===== config.mk =====
export PLATFORM = sky130hd
export DESIGN_NAME = data_mem_responder
export DESIGN_NICKNAME = d
export VERILOG_FILES = /design/src/rtl/data_mem_responder.sv
export SDC_FILE = /design/constraint.sdc
export NUM_CORES = 2
export LEC_CHECK = 0
export BUFFER_PORTS_ARGS = -buffer_cell sky130_fd_sc_hd__buf_2
export CAP_MARGIN = 20
export CORE_MARGIN = 4
export CORE_UTILIZATION = 32
export DETAILED_ROUTE_END_ITERATION = 12
export SLEW_MARGIN = 20
export SYNTH_ARGS = -nofsm -noshare
export SYNTH_HDL_FRONTEND = slang
export SYNTH_SLANG_ARGS = --single-unit

===== constraint.sdc =====
create_clock -name clk -period 4.3 [get_ports clk]
set_input_delay 0.43 -clock clk [delete_from_list [all_inputs] [get_ports clk]]
set_output_delay 0.43 -clock clk [all_outputs]
set_load 0.1 [all_outputs]

===== src/rtl/data_mem_responder.sv =====
// Data-memory responder for the pipeline MEM stage: preloaded word RAM behind valid/ready
// request/response channels with a programmable response latency. Option: DMEM_MISALIGN_TRAP_EN.
module data_mem_responder #(
   parameter int DEPTH   = 64,
   parameter int LATENCY = 2
) (
   input  logic        clk,
   input  logic        reset,
   input  logic        req_valid,
   output logic        req_ready,
   input  logic        req_we,
   input  logic [31:0] req_addr,
   input  logic [31:0] req_wdata,
   input  logic [3:0]  req_be,
   output logic        rsp_valid,
   input  logic        rsp_ready,
   output logic [31:0] rsp_rdata,
   output logic        rsp_err
);

   localparam int          AW      = (DEPTH > 1) ? $clog2(DEPTH) : 1;
   localparam logic [31:0] DEPTH_W = DEPTH;
   localparam logic [3:0]  CNT_INIT = 4'(LATENCY - 1);

   typedef enum logic [1:0] {
      IDLE,
      WAIT,
      RESP
   } state_t;

   state_t      state;
   state_t      next_state;
   logic [3:0]  count;
   logic        accept;
   logic        commit;
   logic        release_rsp;

   logic        cap_we;
   logic [29:0] cap_word;
   logic [31:0] cap_wdata;
   logic [3:0]  cap_be;
   logic        cap_misaligned;
   logic        out_of_range;
   logic        access_err;
   logic [AW-1:0] word_idx;

   // Power-up image; reset deliberately leaves the array alone.
   logic [31:0] mem [DEPTH] = '{0: 32'hDEADBEEF, 1: 32'h12345678, 3: 32'hFEDCBA98, default: 32'h0};

   assign out_of_range = ({2'b00, cap_word} >= DEPTH_W);
   assign access_err   = cap_misaligned || out_of_range;
   assign word_idx     = cap_word[AW-1:0];

   always_ff @(posedge clk or negedge reset) begin
      if (!reset) begin
         state <= IDLE;
      end else begin
         state <= next_state;
      end
   end

   always_comb begin
      next_state  = state;
      accept      = 1'b0;
      commit      = 1'b0;
      release_rsp = 1'b0;
      unique case (state)
         IDLE: begin
            if (req_valid && req_ready) begin
               accept     = 1'b1;
               next_state = WAIT;
            end
         end
         WAIT: begin
            if (count == 4'd0) begin
               commit     = 1'b1;
               next_state = RESP;
            end
         end
         RESP: begin
            if (rsp_ready) begin
               release_rsp = 1'b1;
               next_state  = IDLE;
            end
         end
         default: next_state = IDLE;
      endcase
   end

   // req_ready is registered so it reads 0 during reset and rises one edge after entering IDLE.
   always_ff @(posedge clk or negedge reset) begin
      if (!reset) begin
         req_ready <= 1'b0;
         count     <= 4'd0;
      end else begin
         req_ready <= (next_state == IDLE);
         if (accept) begin
            count <= CNT_INIT;
         end else if (state == WAIT && count != 4'd0) begin
            count <= count - 4'd1;
         end
      end
   end

   always_ff @(posedge clk or negedge reset) begin
      if (!reset) begin
         cap_we    <= 1'b0;
         cap_word  <= '0;
         cap_wdata <= '0;
         cap_be    <= '0;
      end else if (accept) begin
         cap_we    <= req_we;
         cap_word  <= req_addr[31:2];
         cap_wdata <= req_wdata;
         cap_be    <= req_be;
      end
   end

`ifdef DMEM_MISALIGN_TRAP_EN
   always_ff @(posedge clk or negedge reset) begin
      if (!reset) begin
         cap_misaligned <= 1'b0;
      end else if (accept) begin
         cap_misaligned <= (req_addr[1:0] != 2'b00);
      end
   end
`else
   logic unused_addr_lsb;
   assign unused_addr_lsb = ^req_addr[1:0];
   assign cap_misaligned  = 1'b0;
`endif

   always_ff @(posedge clk or negedge reset) begin
      if (!reset) begin
         rsp_valid <= 1'b0;
         rsp_rdata <= '0;
         rsp_err   <= 1'b0;
      end else if (commit) begin
         rsp_valid <= 1'b1;
         rsp_err   <= access_err;
         rsp_rdata <= (!cap_we && !access_err) ? mem[word_idx] : 32'h0;
      end else if (release_rsp) begin
         rsp_valid <= 1'b0;
         rsp_rdata <= '0;
         rsp_err   <= 1'b0;
      end
   end

   // Stores land on the WAIT->RESP edge, so a reset during WAIT never commits them.
   always_ff @(posedge clk) begin
      if (commit && cap_we && !access_err) begin
         for (int b = 0; b < 4; b++) begin
            if (cap_be[b]) begin
               mem[word_idx][8*b +: 8] <= cap_wdata[8*b +: 8];
            end
         end
      end
   end

endmodule

==> summary.txt <==
Timing
  • Post-layout minimum cycle time: 3.70 ns
  • Number of setup violations in the final report: 0
  • Transition at the pin with the smallest max-transition slack: 1.23 ns
  • Setup clock skew after layout: 0.0684 ns
  • Period utilisation layout: 86.2%
  • Maximum clock frequency: 270 MHz
  • Number of max-slew violations in the final report: 0
  • Hold violation count in the final report: 0
  • Worst rel slew slack: 17.6%
  • RSZ-0062 raised after global routing: no
  • TNS Setup: 0 ns
  • Final-layout worst hold slack: 0.180 ns

Critical path
  • Required time reported for the critical path endpoint: 5.10 ns
  • Startpoint kind of the worst setup timing path: flip-flop
  • Worst stage delay on the critical path: 0.85 ns
  • Type of the setup path with the least slack: reg2reg
  • Critical path's slowest cell: sky130_fd_sc_hd__or3b_2
  • Worst Path Arrival: 4.51 ns
  • Sum of buffers and inverters on the critical path: 1
  • Type of element capturing the critical path: flip-flop
  • Cell family with the largest share of critical-path delay: compound AO/OA/AOI/OAI gates
  • Largest fanout of any net on the critical path: 29
  • Cell-by-cell trace of the critical path: buf_12, or3b_2, nor2_1, a211oi_1, o22ai_1, a2111oi_0, a32o_1

Floorplan
  • Floorplan core area: 259,000 um2
  • Area of the die: 269,000 um2
  • Die X: 518 um
  • Effective utilization at floorplan: 32.1%
  • Die Ht: 518 um
  • Count of pins on the block boundary: 108
  • Standard-cell rows: 187

Routing
  • Pre-antenna DRT Iters: 6
  • Wire per inst: 31.4 um
  • Total detailed-routing wirelength: 275,000 um
  • Residual antenna-violating net count after detailed routing: 0
  • DRC viols: 0
  • Number of vias in the routed layout: 49,707
  • Number of DRC markers after the initial detailed-route iteration: 7,735
  • Via density: 5.67

Logic synthesis
  • Number of synthesized flops with an enable pin: 2,048
  • Register area share after synthesis: 77.0%
  • Synthesized flop and latch total: 2,156
  • Synthesized area per cell: 17.8 um2
  • Yosys synthesis warning count: 0
  • Async set-or-reset flop fraction in the synthesized netlist: 5.01%
  • Post-synthesis cell type count: 73
  • Most instantiated flip-flop cell in the synthesis netlist: sky130_fd_sc_hd__edfxtp_1
  • Syn Inst Count: 4,675
  • Combined area of all synthesized cells: 83,400 um2
  • Number of nets produced by synthesis: 4,749

Cells and area
  • Fraction of layout instances using a drive strength above 1: 24.5%
  • Final design utilization: 37.6%
  • Number of filler instances in the final layout: 23,621
  • Area of all sequential standard cells: 64,300 um2
  • Area growth from synthesis to layout: 17.1%
  • Final net count: 5,247
  • Non-filler cells in the finished layout: 8,763
  • Area taken by multi-input logic gates: 17,600 um2

Clock network
  • Clock tree from TritonCTS: yes
  • Sinks on Clock Net: 2,156
  • Later-pin clock latency in the skew report: 0.88 ns
  • Clock-pin transition on the worst setup and hold timing paths: 0.06 ns
  • Buffer type at the clock tree root: sky130_fd_sc_hd__clkbuf_16
  • Setup Buffers After CTS: 0
  • Worst-case clock buffer depth: 3
  • Clock buffer count from CTS: 210
  • Total number of H-tree levels: 4

Hold path
  • Class of the most critical hold timing path: in2reg

Placed design
  • Port buffer count: 105
  • Placed Cells incl. Taps: 8,294
  • Post-detailed-placement half-perimeter wirelength: 170,000 um
  • Routability Congestion: 0.882

Pwr
  • Power density of the placed cells: 678 nW/um2
  • Overall Power: 66,200 uW
  • Total leakage power: 0.0311 uW
  • Maximum resistive drop on vdd: 0.000619 V

Global route
  • Number of antenna violations at the first check in global routing: 22
  • Vias in the first global route: 47,622
  • Global Route Usage Sum: 19.9%
  • Total grt overflow: 0
  • First-pass GRT wire length: 381,000 um
  • Maximum number of pins on one net before global-route repair: 85

Run status
  • Result of the run: complete, no violations

Job
  • # Max-Cap Violations: 0
[registers in the layout, summed over array words and instances (netlist names), 2 cells and up]
| signal | count |
|---|---|
| rsp_rdata | 32 |
| cap_wdata | 32 |
| mem | 2048 |
| cap_be | 4 |
| cap_word | 30 |
| count | 4 |
| state | 2 |
[area by class of cell]
type	instances	area share [%]
Tap cell	3402	4.36
Inverter	10	0.0474
Clock inverter	110	0.986
Sequential cell	2156	65.9
Clock buffer	276	5.79
Multi-Input combinational cell	2190	18.0
Timing Repair Buffer	605	4.87
Antenna cell	14	0.0359
[logic make-up after synthesis]
group | share of synthesized area, %
AO/OA/AOI/OAI | 8.00
XOR/XNOR | 0.0210
adder cells (fa/ha/maj) | 0.0150
buffers and inverters | 2.02
flip-flops | 77.0
multiplexers | 9.50
AND/OR/NAND/NOR | 3.45
[power breakdown]
group	switching [uW]	internal (uW)	total (uW)
Clock	7970	9830	17800
Sequential	2040	26500	28500
Combinational	13800	6080	19900
Total	23800	42400	66200
[synthesized netlist by cell type (all sizes together), types with 9 or more instances]
library cell,n,area [um2]
o22a,19,166
buf,219,1270
edfxtp,2048,61500
nor2,351,1320
a2bb2oi,11,96.3
o221ai,178,1560
and3,11,68.8
o21ai,115,576
a211oi,28,210
o22ai,286,1790
nand2,201,764
nor4,13,93.8
o211ai,10,75.1
inv,9,33.8
a22o,18,158
mux2,239,2690
a221oi,27,236
a22oi,49,368
clkbuf,100,377
nand2b,10,62.6
o31ai,22,175
nor2b,15,93.8
a211o,12,105
a21oi,119,596
a2111oi,10,87.6
mux2i,147,1470
mux4,167,3760
nand3,19,95.1
nor3,14,70.1
dfrtp,108,2700
[layout by cell type, fill, tap and decap left out, drive strengths merged, types with 147 or more instances in the layout]
cell       n
edfxtp  2048
mux4     167
nand2    201
mux2i    147
nor2     351
o22ai    286
buf      536
mux2     239
clkbuf   276
o221ai   178
[tightest hold or removal path, stage by stage]
cell and delay (ns):
sky130_fd_sc_hd__buf_2 0.10, sky130_fd_sc_hd__nand2_1 0.07, sky130_fd_sc_hd__nor3_2 0.05, sky130_fd_sc_hd__buf_4 0.22, sky130_fd_sc_hd__nor2_1 0.13
[path summary, 6_finish.rpt]
kind                                     from             to  slack, ns  cells after the start
max in group asynchronous               reset  cap_wdata[16]       3.04                      3
worst min-delay path                req_valid       count[3]       0.18                      5
worst max-delay path              cap_word[2]   rsp_rdata[0]       0.60                      7
worst min register to register  rsp_rdata[26]  rsp_rdata[26]       0.48                      2
worst max register to register    cap_word[2]   rsp_rdata[0]       0.60                      7
min in group asynchronous               reset    cap_word[3]       0.20                      2
[repair_timing]
item | 4_1_cts | 5_1_grt
hold buffers | 69 | 0
resized for setup | 0 | 0
endpoints found under the setup margin | 0 | 0
endpoints found under the hold margin | 143 | 0
[per-layer routing]
metal | wire length [um] | global-route usage (%) | up-vias
met5 | 190 | 0.0889 | -
met2 | 124000 | 30.3 | 3310
met4 | 13500 | 8.70 | 26
li1 | - | - | 20037
met1 | 104000 | 26.4 | 25729
met3 | 33200 | 5.85 | 605
[metrics by stage]
step           setup WS [ns]  instance area, um2
3_5_place_dp           0.713               90200
4_1_cts                0.660               97500
6_report               0.596               97600
3_3_place_gp           0.689               90200
2_1_floorplan           1.55               83400
5_1_grt                0.510               97600
Power figures use the tool's default switching activity.
